<file path="config.mk">
export PLATFORM = sky130hd
export DESIGN_NAME = mem_bus_arbiter
export DESIGN_NICKNAME = d
export VERILOG_FILES = /design/src/rtl/mem_bus_arbiter.sv
export SDC_FILE = /design/constraint.sdc
export NUM_CORES = 1
export LEC_CHECK = 0
export CORE_MARGIN = 2
export CORE_UTILIZATION = 41
export CTS_CLUSTER_DIAMETER = 50
export CTS_CLUSTER_SIZE = 28
export DETAILED_ROUTE_END_ITERATION = 8
export PLACE_DENSITY = 0.82
export SETUP_SLACK_MARGIN = 0.3
export SLEW_MARGIN = 20
export SYNTH_ARGS = -nofsm -noshare
export SYNTH_HDL_FRONTEND = slang
export SYNTH_SLANG_ARGS = --single-unit
</file>
<file path="constraint.sdc">
create_clock -name clk -period 2.69 [get_ports clk]
set_clock_uncertainty 0.2 [all_clocks]
set_input_delay 0.538 -clock clk [delete_from_list [all_inputs] [get_ports clk]]
set_output_delay 0.538 -clock clk [all_outputs]
set_load 0.01 [all_outputs]
</file>
<file path="src/rtl/mem_bus_arbiter.sv">
// Memory bus arbiter: shares one SRAM-like bus between instruction fetch and
// MEM-stage data accesses, one transaction outstanding, data port priority
// bounded by a burst counter so fetch cannot starve.
module mem_bus_arbiter #(
  parameter int MAX_D_BURST = 4
) (
  input  logic        clk,
  input  logic        rst,
  input  logic        i_req,
  input  logic [31:0] i_addr,
  output logic        i_data_ok,
  output logic [31:0] i_rdata,
  input  logic        d_req,
  input  logic        d_wr,
  input  logic [1:0]  d_size,
  input  logic [31:0] d_addr,
  input  logic [31:0] d_wdata,
  output logic        d_data_ok,
  output logic [31:0] d_rdata,
  input  logic        flush,
  output logic        i_stall,
  output logic        d_stall,
  output logic        bus_req,
  output logic        bus_wr,
  output logic [1:0]  bus_size,
  output logic [31:0] bus_addr,
  output logic [31:0] bus_wdata,
  input  logic        bus_addr_ok,
  input  logic        bus_data_ok,
  input  logic [31:0] bus_rdata
);

  localparam int CW = (MAX_D_BURST < 1) ? 1 : $clog2(MAX_D_BURST + 1);
  localparam logic [CW-1:0] BURST_MAX = CW'(MAX_D_BURST);

  typedef enum logic [1:0] {S_IDLE, S_ADDR, S_WAIT} state_t;
  typedef enum logic {G_INST, G_DATA} grant_t;

  state_t        state_q, state_d;
  grant_t        grant_q, grant_d;
  logic          bus_req_q, bus_req_d;
  logic          bus_wr_q, bus_wr_d;
  logic [1:0]    bus_size_q, bus_size_d;
  logic [31:0]   bus_addr_q, bus_addr_d;
  logic [31:0]   bus_wdata_q, bus_wdata_d;
  logic          i_data_ok_q, i_data_ok_d;
  logic          d_data_ok_q, d_data_ok_d;
  logic [31:0]   i_rdata_q, i_rdata_d;
  logic [31:0]   d_rdata_q, d_rdata_d;
  logic [CW-1:0] burst_q, burst_d;
  logic          drop_q, drop_d;
  logic          complete;

  // State and output registers; reset abandons any transaction in flight.
  always_ff @(posedge clk) begin
    if (rst) begin
      state_q     <= S_IDLE;
      grant_q     <= G_INST;
      bus_req_q   <= 1'b0;
      bus_wr_q    <= 1'b0;
      bus_size_q  <= '0;
      bus_addr_q  <= '0;
      bus_wdata_q <= '0;
      i_data_ok_q <= 1'b0;
      d_data_ok_q <= 1'b0;
      i_rdata_q   <= '0;
      d_rdata_q   <= '0;
      burst_q     <= '0;
      drop_q      <= 1'b0;
    end else begin
      state_q     <= state_d;
      grant_q     <= grant_d;
      bus_req_q   <= bus_req_d;
      bus_wr_q    <= bus_wr_d;
      bus_size_q  <= bus_size_d;
      bus_addr_q  <= bus_addr_d;
      bus_wdata_q <= bus_wdata_d;
      i_data_ok_q <= i_data_ok_d;
      d_data_ok_q <= d_data_ok_d;
      i_rdata_q   <= i_rdata_d;
      d_rdata_q   <= d_rdata_d;
      burst_q     <= burst_d;
      drop_q      <= drop_d;
    end
  end

  // Arbitration, bus phase sequencing and completion/drop handling.
  always_comb begin
    state_d     = state_q;
    grant_d     = grant_q;
    bus_req_d   = bus_req_q;
    bus_wr_d    = bus_wr_q;
    bus_size_d  = bus_size_q;
    bus_addr_d  = bus_addr_q;
    bus_wdata_d = bus_wdata_q;
    i_data_ok_d = 1'b0;
    d_data_ok_d = 1'b0;
    i_rdata_d   = i_rdata_q;
    d_rdata_d   = d_rdata_q;
    burst_d     = burst_q;
    drop_d      = drop_q;
    complete    = 1'b0;

    case (state_q)
      S_IDLE: begin
        drop_d = 1'b0;
        if (!i_req) burst_d = '0;
        if (d_req && !(i_req && burst_q == BURST_MAX)) begin
          grant_d     = G_DATA;
          state_d     = S_ADDR;
          bus_req_d   = 1'b1;
          bus_wr_d    = d_wr;
          bus_size_d  = d_size;
          bus_addr_d  = d_addr;
          bus_wdata_d = d_wdata;
          // Reaching here with i_req set implies burst_q is below the cap.
          if (i_req) burst_d = burst_q + CW'(1);
        end else if (i_req) begin
          grant_d     = G_INST;
          state_d     = S_ADDR;
          bus_req_d   = 1'b1;
          bus_wr_d    = 1'b0;
          bus_size_d  = 2'd2;
          bus_addr_d  = i_addr;
          bus_wdata_d = '0;
          burst_d     = '0;
        end
      end
      S_ADDR: begin
        if (flush && grant_q == G_INST) drop_d = 1'b1;
        if (bus_addr_ok) begin
          bus_req_d = 1'b0;
          if (bus_data_ok) complete = 1'b1;
          else state_d = S_WAIT;
        end
      end
      S_WAIT: begin
        if (flush && grant_q == G_INST) drop_d = 1'b1;
        if (bus_data_ok) complete = 1'b1;
      end
      default: state_d = S_IDLE;
    endcase

    if (complete) begin
      state_d = S_IDLE;
      drop_d  = 1'b0;
      if (grant_q == G_DATA) begin
        d_data_ok_d = 1'b1;
        d_rdata_d   = bus_rdata;
      end else if (!(drop_q || flush)) begin
        // A flush arriving in the completing cycle still drops the result.
        i_data_ok_d = 1'b1;
        i_rdata_d   = bus_rdata;
      end
    end
  end

  assign i_data_ok = i_data_ok_q;
  assign d_data_ok = d_data_ok_q;
  assign i_rdata   = i_rdata_q;
  assign d_rdata   = d_rdata_q;
  assign bus_req   = bus_req_q;
  assign bus_wr    = bus_wr_q;
  assign bus_size  = bus_size_q;
  assign bus_addr  = bus_addr_q;
  assign bus_wdata = bus_wdata_q;
  assign i_stall   = i_req && !i_data_ok_q;
  assign d_stall   = d_req && !d_data_ok_q;

endmodule

</file>
======== Yosys cells after proc, flatten, opt, wreduce, memory -nomap -nowiden ========
Cells that the tools add are included.
operators by class
  add/sub/neg operators ................... 1
  $mul .................................... 0
  divide/modulo/power cells ............... 0
  $lt $le $gt $ge ......................... 0
  equality and inequality tests ........... 7
  shifts and indexed selects .............. 0
  mux-type cells .......................... 27
  bitwise operators ....................... 4
  reductions and logical operators ........ 23
operators with widths
  operator                                             count
  two-way mux 32 bit                                   4
  two-way mux 2 bit                                    6
  two-way mux 1 bit                                    11
  two-way mux 3 bit                                    2
  case mux 1 bit (2 select lines)                      3
  case mux 2 bit (3 select lines)                      1
  AND reduction 2 bit                                  3
  AND reduction 3 bit                                  2
  nonzero test 2 bit                                   3
  OR reduction 2 bit                                   3
  logical AND 1 bit                                    5
  != test 2 bit, second input constant                 2
  NOT 1 bit                                            4
  AND reduction 4 bit                                  1
  adder 3 x 1 -> 3 bit, second input constant          1
  equality test 3 bit, second input constant           1
  zero test 1 bit                                      3
  != test 3 bit, second input constant                 1
  OR reduction 3 bit                                   1
  equality test 2 x 1 -> 1 bit, second input constant  1
  equality test 2 bit, second input constant           1
  zero test 2 bit                                      1
  != test 2 x 1 -> 1 bit, second input constant        1
  logical OR 1 bit                                     1
storage, ports and cells
  register bits ........................... 141
  latch bits .............................. 0
  memory bits (writable) .................. 0
  memory bits (read-only) ................. 0
  bits of input ports ..................... 138
  output and inout bits ................... 136
  word-level logic and storage cells ...... 75
  memories kept ........................... 0

======== Depth between registers and ports, before layout ========
  word-level depth ........................ 6
  gate-level depth with buffers ........... 8
  mapped depth without buffers ............ 5

======== Least setup slack after synthesis ========
Ideal clock, no wire load.
  kind .................................... register to register
  from .................................... register state_q[0]
  to ...................................... register d_rdata_q[10], in the netlist d_rdata[10]
  setup time .............................. 0.116 ns
  arrival time ............................ 1.671 ns
  required time ........................... 2.374 ns
  path slack .............................. 0.702 ns
  cell stages (with the launch flop) ...... 8
  buffers on the path ..................... 2
  clock period less this slack ............ 1.988 ns
  path through ............................ dfxtp_1 -> inv_1 -> ha_1 -> nand2_1 -> clkbuf_1 -> clkbuf_1 -> nor4_1 -> a31o_2
on the way
  word-level cells in the longest chain between the ends .. 3
  elaborated cells between the ends (all ways) .. 4
  those cells by class .................... eq/ne: 2; mux: 1; reduce/logical: 1
RTL lines
  item                                                                 line  RTL
  start, declared                                                      39    state_t state_q, state_d;
  start signal, assigned                                               71    state_q <= state_d;
  equality test 2 bit or equality test 2 x 1 -> 1 bit (tied branches)  104   case (state_q)
  case mux 1 bit (2 select lines) *                                    104
  AND reduction 2 bit (no source line) *                               -
  end signal, assigned                                                 81    d_rdata_q <= d_rdata_d;
  end, declared                                                        49    logic [31:0] d_rdata_q, d_rdata_d;
Mark *: on every way between the ends. The rest lies on a longest branch, timed or not.
A chain may end at the register's enable or synchronous reset.

======== Worst setup path after layout ========
  from .................................... input d_req
  to ...................................... output d_stall
on the way
  word-level cells in the longest chain between the ends .. 1
RTL lines
  item               line  RTL
  start, declared    13    input logic d_req,
  logical AND 1 bit  168   assign d_stall = d_req && !d_data_ok_q;
  end, declared      22    output logic d_stall,
No other way between the ends.

==> run summary <==
Synth Cell Area = 5770 um2
Synth warn = 0
Post-CTS Hold Buffers = 0
Routed vias/inst = 5.43
CTS tree = done
Nets = 1015
Most area-consuming cells after synthesis = dfxtp_1 (49%), mux2i_1 (5.7%), o21ai_0 (5.7%)
Netlist cell types = 38
Worst-skew pair later-pin latency = 420 ps
I/O Buffers = 273
First-pass GRT wire length = 29.1 mm
Post-Syn Nets = 768
Placed cell count = 1033
Req. time, crit path = 1950 ps
Seq cells post-synth = 141
Area leader, netlist = dfxtp_1
Die ar. = 15000 um2
Slew @ Worst Pin = 564 ps
Final critical delay including setup and external delays = 2320 ps
Ports = 274
Post-Syn Area per Cell = 9.23 um2
Initial antenna violation count = 0
Clock transition at the registers of the reported paths = 60 ps
Clock root buffer = clkbuf_16
CTS Buffer Depth = 2
Gr usage total = 24.7%
Die Ht = 123 um
Status = complete, no violations
Layout cells sized above 1 = 11.2%
Initial Util = 41.7%
Avg WL per Cell = 17.7 um
Post-Synthesis Cells = 625
Sequential area share after synthesis = 48.9%
Critical path launch point type = primary input
Worst Path Arrival = 1580 ps
Maximum number of pins on one net before global-route repair = 60
CTS Sinks = 141
Die width = 123 um
Worst path cell trace = clkdlybuf4s50_1 > inv_1 > nor2_1 > dlygate4sd2_1
Vias = 5787
Filler cells = 1126
Maximum VDD drop = 513 uV
Slew headroom = 62.4%
Gpl congestion = 0.899
Worst path slowest cell = clkdlybuf4s50_1
Max-slew violation count = 0
Area delta synth->final = 60.7%
Hold Path End = i_rdata[19]
Crit end category = primary output
Num CTS Buffers = 17
Critical path class = in -> out
Number of diodes = 0
FF-to-FF Start = state_q[0]
Fin. Hold Viols = 0
Final ANT Viol Nets = 0
RSZ-0062 raised after global routing = false
PwrDens = 736 nW/um2
# rows = 43
Crit Reg-Reg Endpoint = d_rdata[28]
Final cell count without fillers = 1065
Initial DRC count = 413
Worst reg-to-reg path cell count = 6
FMAX = 432 MHz
Crit-path max cell delay = 520 ps
Core Footprint = 13800 um2
Max-Cap Viols = 0
Residual DRC count = 0
Total wire length = 18.9 mm
Share of the synthesized area in the top cell type = 48.9%
1st-pass router iterations = 5
HPWL after detailed placement = 12.8 mm
Hold Path Origin = i_rdata[19]
Worst Path Max Fanout = 4
Overflow after GRT = 0
Leakage power = 3.30 nW
Final period utilization = 86.1%
Fin util = 67.0%
R2r setup slk = 590 ps
Htree depth = 4
Vias in the first global route = 5559
Setup bufs post-CTS = 0
Setup-failing EPs final = 0
Hold depth = 2
TNS Setup = 0 ps
Worst Hold Class = reg -> reg
## cell families (layout without fill, tap and decap cells)
family,count (synthesis),in the layout,share of synthesized area (%)
AOI/OAI and AO/OA,180,180,21.3
muxes,33,33,5.73
buffers and inverters,79,339,6.07
and+or+nand+nor,187,187,16.9
adders and majority gates,5,5,1.08
DFF,141,141,48.9
## through the flow
stage	worst slack, ps	power [mW]	hold slack (ps)	area [um2]
global route	307	7.13	271	9270
CTS	352	6.86	258	9270
global placement	68.1	4.59	241	8710
finish	375	6.82	254	9270
floorplan	702	3.55	256	5770
detailed placement	97.8	4.61	246	8710
## sequential cells by signal (all words and copies together) (netlist names)
name	count
bus_req	1
bus_wdata	32
drop_q	1
burst_q	3
grant_q	1
i_rdata	32
state_q	2
i_data_ok	1
bus_size	2
d_data_ok	1
bus_wr	1
bus_addr	32
d_rdata	32
## worst max-delay path, delay by kind of cell
family,cells,cell delay [ps]
buffers and inverters,3,900
AND/OR/NAND/NOR,1,140
## metal layers
metal	global-route usage, %	wire length, um	vias to the layer above
li1	-	-	2801
met5	0	0	-
met4	8.84	376	0
met3	8.13	1630	28
met1	29.9	7760	2709
met2	41.1	9100	249
## placed cells by master, fill, tap and decap left out, drive strengths merged, types with 5 or more instances in the layout
master / Yosys / layout
nor2: 37 / 37
clkdlybuf4s50: 0 / 270
a32oi: 34 / 34
clkinv: 0 / 5
nor4: 33 / 33
nand3: 33 / 33
clkbuf: 50 / 17
ha: 5 / 5
buf: 19 / 25
nand2: 37 / 37
a21oi: 6 / 6
a31oi: 33 / 33
o21ai: 67 / 67
clkinvlp: 0 / 5
dfxtp: 141 / 141
a31o: 32 / 32
inv: 10 / 14
nand2b: 32 / 32
mux2i: 33 / 33
## how the worst max path moves through the flow
| stage | slack [ps] | from | to |
|---|---|---|---|
| 2_1_floorplan | 700 | state_q[0] | d_rdata[10] |
| 3_3_place_gp | 70 | d_req | d_stall |
| 3_5_place_dp | 100 | d_req | d_stall |
| 4_1_cts | 350 | d_req | d_stall |
| 5_1_grt | 310 | d_req | d_stall |
| 6_report | 370 | d_req | d_stall |
## cell usage after synthesis, drive strengths merged
cell     number
o211ai        2
nand3        33
a21oi         6
nor2b         3
a31oi        33
ha            5
nor2         37
nand4         2
buf          19
o21bai        1
o21ai        67
a32oi        34
and3          1
nand2        37
nand2b       32
or4           1
o221a         1
nor4         33
a2111oi       3
nand4b        1
inv          10
or3           2
a31o         32
nor4bb        1
nor3b         1
clkbuf       50
dfxtp       141
mux2i        33
o21a          1
nor3          2
and2          1
## final cells by class
cell class	count	area [um2]	area share (%)
repair buffers	297	3010	32.4
flip-flops and latches	141	2820	30.5
multi-input cells	405	2610	28.2
clock buffers	17	425	4.59
well taps	180	225	2.43
clock inverters	15	139	1.50
inverters	10	37.5	0.405
## what timing repair did
| item | CTS | global route |
|---|---|---|
| setup endpoints to repair | 2 | 0 |
| endpoints found under the hold margin | 0 | 0 |
| resized for setup | 2 | 0 |
## power by group
group	switching [mW]	internal, mW	total [mW]
registers	0.157	2.37	2.53
clock network	0.961	1.28	2.24
logic	1.02	1.03	2.05
total	2.14	4.68	6.82
Power figures use the tool's default switching activity.
